--- src/rtl/comple2_seq_ctrl_if.sv ---
`default_nettype none
// +----------------------------------------------------------------------------+
// | Module   : comple2_seq_ctrl_if                                             |
// | Purpose  : Operand stream, result stream, status and complement-unit       |
// |            signals between the sequencer and its surroundings.             |
// | Revision : 1.0  initial release                                            |
// +----------------------------------------------------------------------------+
interface comple2_seq_ctrl_if #(
  parameter int CW = 3
);
  logic          start;
  logic [CW-1:0] words;
  logic          neg;
  logic [15:0]   in_word;
  logic          in_valid;
  logic          in_ready;
  logic [15:0]   out_word;
  logic          out_valid;
  logic          out_ready;
  logic          busy;
  logic          done;
  logic          err;
  logic          ovf;
  logic          zero;
  logic [15:0]   cu_a;
  logic          cu_cin;
  logic          cu_cmp;
  logic [15:0]   cu_r;

  // Environment side: operand source, result sink and the complement unit.
  modport master (
    output start, words, neg, in_word, in_valid, out_ready, cu_r,
    input  in_ready, out_word, out_valid, busy, done, err, ovf, zero,
           cu_a, cu_cin, cu_cmp
  );

  // Sequencer side.
  modport slave (
    input  start, words, neg, in_word, in_valid, out_ready, cu_r,
    output in_ready, out_word, out_valid, busy, done, err, ovf, zero,
           cu_a, cu_cin, cu_cmp
  );
endinterface
`default_nettype wire

--- src/rtl/comple2_seq_ctrl.sv ---
`default_nettype none
// +----------------------------------------------------------------------------+
// | Module   : comple2_seq_ctrl                                                |
// | Purpose  : Streams 1..MAXW 16-bit words (LSW first) through the shared     |
// |            two's-complement unit, chaining the inter-word carry, and       |
// |            returns results through a single-entry output register.         |
// | Revision : 1.0  initial release                                            |
// +----------------------------------------------------------------------------+
module comple2_seq_ctrl #(
  parameter int MAXW = 4,
  parameter int CW   = 3
) (
  input  logic               clk,
  input  logic               rst_n,
  comple2_seq_ctrl_if.slave  bus
);

  localparam logic [1:0]    S_IDLE  = 2'd0;
  localparam logic [1:0]    S_RUN   = 2'd1;
  localparam logic [1:0]    S_DRAIN = 2'd2;
  localparam logic [CW-1:0] c_maxw  = CW'(MAXW);

  logic [1:0]    r_state;
  logic [1:0]    w_state_nxt;
  logic [CW-1:0] r_words;
  logic [CW-1:0] r_cnt;
  logic          r_neg;
  logic          r_carry;
  logic          r_zacc;
  logic          r_ovf;
  logic          r_err;
  logic [15:0]   r_out_word;
  logic          r_out_valid;

  logic          w_words_ok;
  logic          w_xfer;
  logic          w_last;
  logic          w_accept;
  logic          w_in_ready;
  logic          w_busy;
  logic          w_done;
  logic          w_cu_cin;
  logic          w_cu_cmp;

  assign w_words_ok = (bus.words != '0) && (bus.words <= c_maxw);
  assign w_xfer     = bus.in_valid && w_in_ready;
  assign w_last     = (r_cnt == (r_words - CW'(1)));
  assign w_accept   = r_out_valid && bus.out_ready;

  // State register.
  always_ff @(posedge clk or negedge rst_n) begin
    if (!rst_n) r_state <= S_IDLE;
    else        r_state <= w_state_nxt;
  end

  // Next-state decode: launch on a legal start, drain after the last input word.
  always_comb begin
    w_state_nxt = r_state;
    case (r_state)
      S_IDLE:  if (bus.start && w_words_ok) w_state_nxt = S_RUN;
      S_RUN:   if (w_xfer && w_last)        w_state_nxt = S_DRAIN;
      S_DRAIN: if (w_accept)                w_state_nxt = S_IDLE;
      default: w_state_nxt = S_IDLE;
    endcase
  end

  // Output decode: flow control, status and complement-unit controls.
  always_comb begin
    w_in_ready = 1'b0;
    w_busy     = 1'b0;
    w_done     = 1'b0;
    w_cu_cin   = 1'b0;
    w_cu_cmp   = 1'b0;
    case (r_state)
      S_RUN: begin
        w_in_ready = !r_out_valid || bus.out_ready;
        w_busy     = 1'b1;
        w_cu_cin   = r_carry;
        w_cu_cmp   = r_neg;
      end
      S_DRAIN: begin
        w_busy     = 1'b1;
        w_done     = w_accept;
        w_cu_cin   = r_carry;
        w_cu_cmp   = r_neg;
      end
      default: ;
    endcase
  end

  // Datapath: latch operation fields, chain carry, accumulate flags, hold result.
  always_ff @(posedge clk or negedge rst_n) begin
    if (!rst_n) begin
      r_words     <= '0;
      r_cnt       <= '0;
      r_neg       <= 1'b0;
      r_carry     <= 1'b0;
      r_zacc      <= 1'b0;
      r_ovf       <= 1'b0;
      r_err       <= 1'b0;
      r_out_word  <= '0;
      r_out_valid <= 1'b0;
    end else begin
      r_err <= (r_state == S_IDLE) && bus.start && !w_words_ok;
      if ((r_state == S_IDLE) && bus.start && w_words_ok) begin
        r_words <= bus.words;
        r_neg   <= bus.neg;
        r_carry <= bus.neg;
        r_cnt   <= '0;
        r_zacc  <= 1'b1;
        r_ovf   <= 1'b0;
      end
      if (w_xfer) begin
        r_out_word  <= bus.cu_r;
        r_out_valid <= 1'b1;
        // Carry survives only through all-zero words of a negation.
        r_carry     <= r_carry && (bus.in_word == 16'h0000);
        r_zacc      <= r_zacc && (bus.cu_r == 16'h0000);
        r_cnt       <= r_cnt + CW'(1);
        if (w_last)
          r_ovf <= r_neg && r_carry && (bus.in_word == 16'h8000);
      end else if (w_accept) begin
        r_out_valid <= 1'b0;
      end
    end
  end

  assign bus.in_ready  = w_in_ready;
  assign bus.out_word  = r_out_word;
  assign bus.out_valid = r_out_valid;
  assign bus.busy      = w_busy;
  assign bus.done      = w_done;
  assign bus.err       = r_err;
  assign bus.ovf       = w_done && r_ovf;
  assign bus.zero      = w_done && r_zacc;
  assign bus.cu_a      = bus.in_word;
  assign bus.cu_cin    = w_cu_cin;
  assign bus.cu_cmp    = w_cu_cmp;

endmodule
`default_nettype wire

--- src/flat_wrapper.sv ---
// flat-port wrapper written by rule: the top's interface ports become plain ports
module comple2_seq_ctrl_flat 
#(
  parameter int MAXW = 4,
  parameter int CW   = 3
)
  (clk, rst_n, bus_start, bus_words, bus_neg, bus_in_word, bus_in_valid, bus_out_ready, bus_cu_r, bus_in_ready, bus_out_word, bus_out_valid, bus_busy, bus_done, bus_err, bus_ovf, bus_zero, bus_cu_a, bus_cu_cin, bus_cu_cmp);
  comple2_seq_ctrl_if #(.CW(CW)) bus_i ();
  input  logic clk;
  input  logic rst_n;
  input wire logic [$bits(bus_i.start)-1:0] bus_start;
  input wire logic [$bits(bus_i.words)-1:0] bus_words;
  input wire logic [$bits(bus_i.neg)-1:0] bus_neg;
  input wire logic [$bits(bus_i.in_word)-1:0] bus_in_word;
  input wire logic [$bits(bus_i.in_valid)-1:0] bus_in_valid;
  input wire logic [$bits(bus_i.out_ready)-1:0] bus_out_ready;
  input wire logic [$bits(bus_i.cu_r)-1:0] bus_cu_r;
  output wire logic [$bits(bus_i.in_ready)-1:0] bus_in_ready;
  output wire logic [$bits(bus_i.out_word)-1:0] bus_out_word;
  output wire logic [$bits(bus_i.out_valid)-1:0] bus_out_valid;
  output wire logic [$bits(bus_i.busy)-1:0] bus_busy;
  output wire logic [$bits(bus_i.done)-1:0] bus_done;
  output wire logic [$bits(bus_i.err)-1:0] bus_err;
  output wire logic [$bits(bus_i.ovf)-1:0] bus_ovf;
  output wire logic [$bits(bus_i.zero)-1:0] bus_zero;
  output wire logic [$bits(bus_i.cu_a)-1:0] bus_cu_a;
  output wire logic [$bits(bus_i.cu_cin)-1:0] bus_cu_cin;
  output wire logic [$bits(bus_i.cu_cmp)-1:0] bus_cu_cmp;
  assign bus_i.start = bus_start;
  assign bus_i.words = bus_words;
  assign bus_i.neg = bus_neg;
  assign bus_i.in_word = bus_in_word;
  assign bus_i.in_valid = bus_in_valid;
  assign bus_i.out_ready = bus_out_ready;
  assign bus_i.cu_r = bus_cu_r;
  assign bus_in_ready = bus_i.in_ready;
  assign bus_out_word = bus_i.out_word;
  assign bus_out_valid = bus_i.out_valid;
  assign bus_busy = bus_i.busy;
  assign bus_done = bus_i.done;
  assign bus_err = bus_i.err;
  assign bus_ovf = bus_i.ovf;
  assign bus_zero = bus_i.zero;
  assign bus_cu_a = bus_i.cu_a;
  assign bus_cu_cin = bus_i.cu_cin;
  assign bus_cu_cmp = bus_i.cu_cmp;
  comple2_seq_ctrl #(.MAXW(MAXW), .CW(CW)) u_core (.clk(clk), .rst_n(rst_n), .bus(bus_i));
endmodule
--- config.mk ---
export PLATFORM = sky130hd
export DESIGN_NAME = comple2_seq_ctrl_flat
export DESIGN_NICKNAME = d
export VERILOG_FILES = /design/src/rtl/comple2_seq_ctrl_if.sv /design/src/rtl/comple2_seq_ctrl.sv /design/src/flat_wrapper.sv
export SDC_FILE = /design/constraint.sdc
export NUM_CORES = 1
export LEC_CHECK = 0
export CAP_MARGIN = 10
export CORE_MARGIN = 3
export CORE_UTILIZATION = 36
export CTS_CLUSTER_SIZE = 24
export DETAILED_ROUTE_END_ITERATION = 8
export HOLD_SLACK_MARGIN = 0.1
export MAX_ROUTING_LAYER = met4
export PLACE_DENSITY = 0.76
export SETUP_SLACK_MARGIN = 0.2
export SLEW_MARGIN = 20
export SYNTH_ARGS = -nofsm -noshare
export SYNTH_HDL_FRONTEND = slang
export SYNTH_SLANG_ARGS = --single-unit
export TNS_END_PERCENT = 50
--- constraint.sdc ---
create_clock -name clk -period 1.49 [get_ports clk]
set_input_delay 0.298 -clock clk [delete_from_list [all_inputs] [get_ports clk]]
set_output_delay 0.298 -clock clk [all_outputs]
set_load 0.02 [all_outputs]
==> results.json, run 1 <==
{
  "max_freq_ghz": 0.602,
  "synth_edf_count": 0,
  "root_buffer": "clkbuf_8",
  "wire_per_inst_um": 15.3,
  "gp_congestion": 0.729,
  "hold_path_class": "in -> async",
  "die_height_um": 73.7,
  "grt_max_degree": 31,
  "seq_area_frac_synth_pct": 45.5,
  "synthCells": 176,
  "status": "finished, violations left",
  "cp_num_cells": 5,
  "synth.net_count": 223,
  "power_w": 0.00601,
  "viasPerCell": 4.86,
  "wirelength_um": 5120,
  "layout-area-overhead-vs-synth_pct": 84.9,
  "rows": 23,
  "end_kind": "output port",
  "synth-seq-cells": 30,
  "synth_area_leaders": "dfrtp_1 (45%), nand2_1 (13%), buf_4 (7.3%), ha_1 (4.5%), nor4_4 (2.6%)",
  "critPathMaxStageDelay_ps": 390,
  "critPathRequiredTime_ps": 1190,
  "final_nets": 332,
  "layout-drive-gt1-share_pct": 45.1,
  "wl_met2_um": 2660,
  "async_flop_share_pct": 100,
  "grt_pass1_wl_um": 8410,
  "dp.cells": 309,
  "crit_buf_inv": 2,
  "cts.sinks": 30,
  "cts-buffers-inserted": 5,
  "reg2reg_depth": 8,
  "power.density_mw_per_mm2": 1970,
  "slew_headroom_pct": 73.6,
  "grt_overflow_total": 0,
  "layout_common_cells": "nand2_1 (37), clkdlybuf4s50_1 (37), dfrtp_1 (30), buf_4 (24), buf_6 (20)",
  "fin_crit_ps": 1660,
  "dr.pass1.iters": 4,
  "synthAdderAreaFrac_pct": 4.55,
  "grt_pass1_vias": 1729,
  "fin_skew_ps": 4.60,
  "core_area_mm2": 0.00420,
  "endpoint": "bus_zero",
  "synth_compound_gate_area_share_pct": 8.34,
  "r2r_end": "u_core.r_state[1]",
  "worstMarginPinSlew_ps": 393,
  "r2r_setup_slack_ps": -150,
  "drt_iter0_markers": 52,
  "final_cell_count_no_fill": 334,
  "violations": "setup timing",
  "final_antenna_net_count": 0,
  "synth_area_mm2": 0.00165,
  "portBuffers": 81,
  "drt-met1-wl_um": 2040,
  "setup_ws_ps": -171,
  "crit_family": "flip-flops",
  "drc_errors": 0,
  "pre_cts_ws_ps": -547,
  "slowest_stage": "dfrtp_1",
  "yosys.cell_types.count": 39,
  "grt_usage_pct": 21.1,
  "fillCellCount": 329,
  "synth_top_area_cell": "dfrtp_1",
  "post-dp-hpwl_um": 3440,
  "antenna_found_initial": 0,
  "die_w_um": 73.7,
  "hold_viol": 0,
  "synth_ff_type": "dfrtp_1",
  "start_kind": "register",
  "top_layer_used": "met4",
  "drv_cap": 0,
  "cp_max_fo": 3,
  "reg2reg_from": "u_core.r_state[0]",
  "synth_top_family_by_area": "simple AND/OR/NAND/NOR gates",
  "worstPathArrival_ps": 1360,
  "cts.path.max_buffers": 2,
  "critPathLaunch": "u_core.r_state[0]",
  "setup_viol": 33,
  "synth_mux_area_share_pct": 2.58,
  "crit_chain": "inv_2 > ha_4 > and3_4 > and2_4 > buf_6",
  "start_util_pct": 39.3,
  "clk_latency_ps": 280,
  "vdd_ir_drop_max_uv": 1120,
  "ctsHtreeMaxLevel": 2,
  "diodes": 0,
  "io_pins": 82,
  "synth_top_area_share_pct": 45.5,
  "finalSetupTns_ps": -3380,
  "finalMaxSlewViolations": 0,
  "die-area_mm2": 0.00543,
  "cts_tree": "done",
  "regArea_um2": 751,
  "synth_simple_gate_area_share_pct": 27.4,
  "rsz0062_at_grt": "yes",
  "yosys_warnings": 0,
  "clk_pin_slew_ps": 60,
  "p_leak_nw": 1.43,
  "synthXorXnorAreaFrac_pct": 2.12,
  "wl_met3_um": 328,
  "avgSynthCellArea_um2": 9.38,
  "multi_input_area_um2": 996,
  "period_share_pct": 111,
  "vias": 1623,
  "worst-setup-path-type": "reg -> out"
}
flip-flops by register name, summed over array words and instances, names as in the netlist, 2 cells and up:
name	count
u_core.r_words	3
u_core.bus.out_word	16
u_core.r_cnt	3
u_core.r_state	2
worst min path at each step:
stage | cells after the start | end | from
after floorplan | 0 | u_core.bus.err | rst_n
after global placement | 2 | u_core.bus.out_word[5] | u_core.bus.out_word[5]
after detailed placement | 2 | u_core.bus.out_word[1] | u_core.bus.out_word[1]
after CTS | 2 | u_core.r_cnt[0] | rst_n
after global routing | 2 | u_core.bus.out_word[0] | rst_n
final | 2 | u_core.bus.out_word[0] | rst_n
power breakdown:
part	total, W	switching [W]	internal (W)	leakage, nW
Clock	0.000635	0.000280	0.000355	0.0431
Sequential	0.00145	0.000268	0.00119	0.376
Combinational	0.00392	0.00187	0.00205	1.01
Total	0.00601	0.00242	0.00360	1.43
synthesized netlist by cell type (3+ instances only):
| cell type | instances |
|---|---|
| dfrtp_1 | 30 |
| nand3_1 | 3 |
| ha_1 | 6 |
| nor2b_1 | 3 |
| xnor2_1 | 3 |
| nor2_1 | 4 |
| o21ai_0 | 4 |
| inv_1 | 6 |
| buf_4 | 16 |
| and2_1 | 4 |
| nor4_1 | 5 |
| nand2_1 | 56 |
| nand4_1 | 3 |
metal layers:
layer / vias to the layer above / GRT usage [%]
li1: 799 / -
met1: 756 / 25.0
met2: 57 / 35.3
met3: 11 / 5.06
met4: 0 / 6.64
met5: - / -
per-stage QoR:
stage	area, um2	utilization, %	hold WS [ps]
2_1_floorplan	1730	-	2.41
3_3_place_gp	2650	63.2	458
3_5_place_dp	2650	63.2	460
4_1_cts	2930	69.7	375
5_1_grt	3050	72.6	388
6_report	3050	72.6	376
layout make-up:
type	instances	area share, %
clock buffer	6	2.71
multi-input combinational	121	32.6
inverter	6	0.820
sequential	30	24.6
tap	50	2.05
timing repair buffer	121	37.2
repair_timing:
item / 4_1_cts / 5_1_grt
cloned: 3 / 1
hold buffers: 0 / 0
setup endpoints to repair: 69 / 53
pin swaps: 12 / 21
resized for setup: 170 / 50
buffers inserted: 10 / 5
cells by family after synthesis:
group,Yosys count
AOI/OAI and AO/OA,18
xor gates and xnor gates,4
adders and majority gates,6
buffers and inverters,25
DFF,30
muxes,4
and+or+nand+nor,89
No activity file was read; power rests on OpenSTA's default activity.
==> run 2: changes to the inputs <==
CTS_CLUSTER_SIZE = default   (was 24)
SKIP_CTS_REPAIR_TIMING = 1   (was default)
==> results.json, run 2 (synthesis gave the netlist of run 1 again) <==
{
  "final_nets": 323,
  "die-area_mm2": 0.00543,
  "grt_overflow_total": 0,
  "layout-area-overhead-vs-synth_pct": 77.0,
  "vdd_ir_drop_max_uv": 1060,
  "utilization_pct": 69.5,
  "hold_viol": 0,
  "start_util_pct": 39.3,
  "io_pins": 82,
  "worstPathArrival_ps": 1380,
  "largest_register_ffs": 16,
  "cts-buffers-inserted": 5,
  "slew_headroom_pct": 74.0,
  "layout-drive-gt1-share_pct": 34.2,
  "drv_cap": 0,
  "power.density_mw_per_mm2": 1910,
  "grt_pass1_vias": 1589,
  "rsz0062_at_grt": "yes",
  "viasPerCell": 4.81,
  "root_buffer": "clkbuf_8",
  "antenna_found_initial": 0,
  "max_freq_ghz": 0.596,
  "violations": "setup timing",
  "p_leak_nw": 1.57,
  "cp_max_fo": 3,
  "cts.sinks": 30,
  "status": "finished, violations left",
  "wire_per_inst_um": 14.4,
  "final_antenna_net_count": 0,
  "power_w": 0.00558,
  "grt_usage_pct": 18.7,
  "post-dp-hpwl_um": 3440,
  "core_area_mm2": 0.00420,
  "fin_crit_ps": 1680,
  "grt_max_degree": 31,
  "setup_viol": 30,
  "clk_latency_ps": 270,
  "r2r_end": "u_core.r_state[1]",
  "die_w_um": 73.7,
  "cts.path.max_buffers": 2,
  "drc_errors": 0,
  "worstMarginPinSlew_ps": 388,
  "worst-setup-path-type": "reg -> out",
  "period_share_pct": 113,
  "vias": 1562,
  "r2r_setup_slack_ps": -130,
  "drt_iter0_markers": 56,
  "wirelength_um": 4690,
  "fillCellCount": 347,
  "reg2reg_from": "u_core.r_state[0]",
  "die_height_um": 73.7,
  "grt_pass1_wl_um": 7420,
  "start_kind": "register",
  "finalMaxSlewViolations": 0,
  "final_common_cell": "nand2_1",
  "critPathRequiredTime_ps": 1190,
  "regArea_um2": 751,
  "hold_path_class": "in -> async",
  "layout_common_cells": "nand2_1 (50), clkdlybuf4s50_1 (37), dfrtp_1 (30), buf_4 (24), dlymetal6s2s_1 (21)",
  "cts_tree": "done",
  "critPathLaunch": "u_core.r_state[0]",
  "dr.pass1.iters": 4,
  "ctsHtreeMaxLevel": 2,
  "endpoint": "bus_ovf",
  "end_kind": "output port",
  "rows": 23,
  "portBuffers": 81,
  "reg2reg_depth": 8,
  "gp_congestion": 0.729,
  "clk_pin_slew_ps": 60,
  "diodes": 0,
  "setup_ws_ps": -188,
  "fin_skew_ps": 4.31,
  "multi_input_area_um2": 901
}
-- run 2: metrics by stage --
stage          setup WS (ps)  hold WS, ps  instance area [um2]  instances  setup TNS (ps)
3_5_place_dp            -547          460                 2650        309          -15020
6_report                -188          377                 2920        325           -2360
3_3_place_gp            -539          458                 2650        309          -14430
4_1_cts                 -718          375                 2740        315          -11630
5_1_grt                 -254          388                 2920        325           -4500
2_1_floorplan           30.3         2.41                 1730        176               0
-- run 2: worst max-delay path, stage by stage (launching register included) --
cell and delay (ps):
dfrtp_1 400, inv_2 70, ha_2 170, and3_4 210, and2_4 130, buf_4 130
-- run 2: worst min path at each step --
stage               slack, ps  cells after the start              startpoint                      to
floorplan                   2                      0                   rst_n          u_core.bus.err
global placement          460                      2  u_core.bus.out_word[5]  u_core.bus.out_word[5]
detailed placement        460                      2  u_core.bus.out_word[1]  u_core.bus.out_word[1]
CTS                       380                      2                   rst_n         u_core.r_cnt[0]
global route              390                      2                   rst_n  u_core.bus.out_word[0]
finish                    380                      2                   rst_n  u_core.bus.out_word[0]
-- run 2: final cells by class --
| type | count | share of cell area, % |
|---|---|---|
| timing repair buffer | 112 | 37.7 |
| multi-input combinational | 121 | 30.8 |
| sequential | 30 | 25.7 |
| clock buffer | 6 | 2.83 |
| tap | 50 | 2.14 |
| inverter | 6 | 0.771 |
-- run 2: layer usage --
| layer | vias to the layer above | part of all wire, % | wire length, um | GRT usage, % |
|---|---|---|---|---|
| met1 | 726 | 41 | 1910 | 21.8 |
| met4 | 0 | 0.49 | 23 | 6.24 |
| met5 | - | 0 | 0 | - |
| li1 | 781 | - | - | - |
| met2 | 51 | 51 | 2400 | 30.2 |
| met3 | 4 | 7.5 | 352 | 6.16 |
-- run 2: where the power goes --
group          switching, W  total (W)  internal, W  leakage, nW
sequential         0.000248    0.00143      0.00119        0.376
combinational       0.00168    0.00352      0.00183         1.15
clock              0.000276   0.000631     0.000355       0.0431
total               0.00221    0.00558      0.00338         1.57
==> run 3: changes to the inputs <==
CORE_UTILIZATION = 40   (was 36)
PLACE_DENSITY = 0.8   (was 0.76)
RECOVER_POWER = 25   (was default)
clock period = 1.6 ns   (was 1.49 ns; I/O delays follow)
==> results.json, run 3 (synthesis gave the netlist of run 1 again) <==
{
  "p_comb_share_pct": 61.1,
  "max_freq_ghz": 0.586,
  "fillCellCount": 241,
  "setup_ws_ps": -107,
  "netSwitchingPower_w": 0.00210,
  "final_cell_count_no_fill": 326,
  "dp.cells": 309,
  "portBuffers": 81,
  "final_antenna_net_count": 0,
  "root_buffer": "clkbuf_8",
  "regArea_um2": 751,
  "slowest_stage": "dfrtp_1",
  "worstPathArrival_ps": 1910,
  "wirelength_um": 4930,
  "post-dp-hpwl_um": 3430,
  "cp_max_fo": 4,
  "hold_path_class": "in -> reg",
  "start_kind": "register",
  "wire_per_inst_um": 15.1,
  "pre_cts_ws_ps": -480,
  "ctsHtreeMaxLevel": 2,
  "layout-drive-gt1-share_pct": 29.9,
  "rows": 22,
  "placed_area_mm2": 0.00265,
  "slew_headroom_pct": 49.8,
  "cts.path.max_buffers": 2,
  "fin_crit_ps": 1710,
  "p_sw_share_pct": 38.8,
  "grt_max_degree": 31,
  "layout-area-overhead-vs-synth_pct": 86.4,
  "final_nets": 325,
  "grt_usage_pct": 18.9,
  "critPathMaxStageDelay_ps": 390,
  "p_leak_nw": 1.74,
  "violations": "setup timing",
  "worstMarginPinSlew_ps": 753,
  "layout_common_cells": "nand2_1 (52), dlymetal6s2s_1 (38), clkdlybuf4s50_1 (35), dfrtp_1 (30), buf_4 (23)",
  "largest_register_ffs": 16,
  "vias": 1633,
  "multi_input_area_um2": 925,
  "die_w_um": 70.2,
  "power_frac_seq_pct": 24.7,
  "finalMaxSlewViolations": 0,
  "final_common_cell": "nand2_1",
  "cts_tree": "done",
  "drc_errors": 0,
  "power.density_mw_per_mm2": 1760,
  "grt_overflow_total": 0,
  "drv_cap": 0,
  "diodes": 0,
  "hold_viol": 0,
  "status": "finished, violations left",
  "critPathRequiredTime_ps": 1810,
  "worst-setup-path-type": "reg -> reg",
  "cts-buffers-inserted": 5,
  "end_kind": "register",
  "io_pins": 82,
  "die_height_um": 70.2,
  "drt_iter0_markers": 64,
  "setup_viol": 8,
  "rsz0062_at_grt": "yes",
  "crit_chain": "inv_2 > buf_6 > ha_4 > nor2b_4 > nor4_4 > buf_4 > a31oi_1 > a21oi_1",
  "finalSetupTns_ps": -678,
  "period_share_pct": 107,
  "grt_pass1_vias": 1609,
  "viasPerCell": 5.01,
  "clk_latency_ps": 280,
  "dr.pass1.iters": 4,
  "core_area_mm2": 0.00383,
  "clk_pin_slew_ps": 60,
  "power.internal_w": 0.00330,
  "gp_congestion": 0.714,
  "utilization_pct": 80.4,
  "antenna_found_initial": 0,
  "cts.sinks": 30,
  "grt_pass1_wl_um": 7220,
  "finalInstanceArea_mm2": 0.00308,
  "die-area_mm2": 0.00493,
  "vdd_ir_drop_max_uv": 1160,
  "start_util_pct": 43.1,
  "clock_power_share_pct": 14.3,
  "fin_skew_ps": 5.58
}
==> run 3: critical path, delay by kind of cell (launching register included) <==
kind            cells  cell delay [ps]
simple gates        2              490
flops               1              390
buf+inv             3              370
compound gates      2              210
fa+ha+maj           1              170
==> run 3: path summary, 6_finish.rpt <==
kind | cells past startpoint | end | startpoint | slack (ps)
min in group asynchronous | 2 | u_core.bus.out_word[3] | rst_n | 630
max | 8 | u_core.r_state[1] | u_core.r_state[0] | -110
max reg2reg | 8 | u_core.r_state[1] | u_core.r_state[0] | -110
max in group asynchronous | 2 | u_core.r_state[0] | rst_n | 490
min reg2reg | 2 | u_core.bus.out_word[15] | u_core.bus.out_word[15] | 470
min | 3 | u_core.r_words[0] | bus_words[0] | 430
==> run 3: metrics by stage <==
step | power [W] | hold WS [ps]
2_1_floorplan | 0.00298 | 24.4
3_3_place_gp | 0.00417 | 457
3_5_place_dp | 0.00423 | 461
4_1_cts | 0.00503 | 428
5_1_grt | 0.00576 | 449
6_report | 0.00540 | 434
==> run 3: per-layer routing <==
| metal | vias to the layer above | wire [um] | GRT usage, % | part of all wire [%] |
|---|---|---|---|---|
| met4 | 0 | 110 | 5.74 | 2.2 |
| met5 | - | 0 | - | 0 |
| met2 | 58 | 2560 | 30.5 | 52 |
| met3 | 12 | 303 | 5.47 | 6.1 |
| li1 | 781 | - | - | - |
| met1 | 782 | 1960 | 23.0 | 40 |
==> run 3: final cells by class <==
type	count	share of cell area [%]
clock buffer	6	2.69
clock inverter	1	0.976
inverter	6	0.814
multi-input combinational	121	30.1
sequential	30	24.4
tap	48	1.95
timing repair buffer	114	39.1
==> run 3: power by group through the flow <==
stage          Clock (W)  Combinational [W]  Sequential [W]
5_1_grt         0.000828            0.00356         0.00138
4_1_cts         0.000791            0.00290         0.00133
3_3_place_gp           0            0.00284         0.00133
6_report        0.000770            0.00330         0.00133
2_1_floorplan          0            0.00141         0.00158
3_5_place_dp           0            0.00290         0.00133
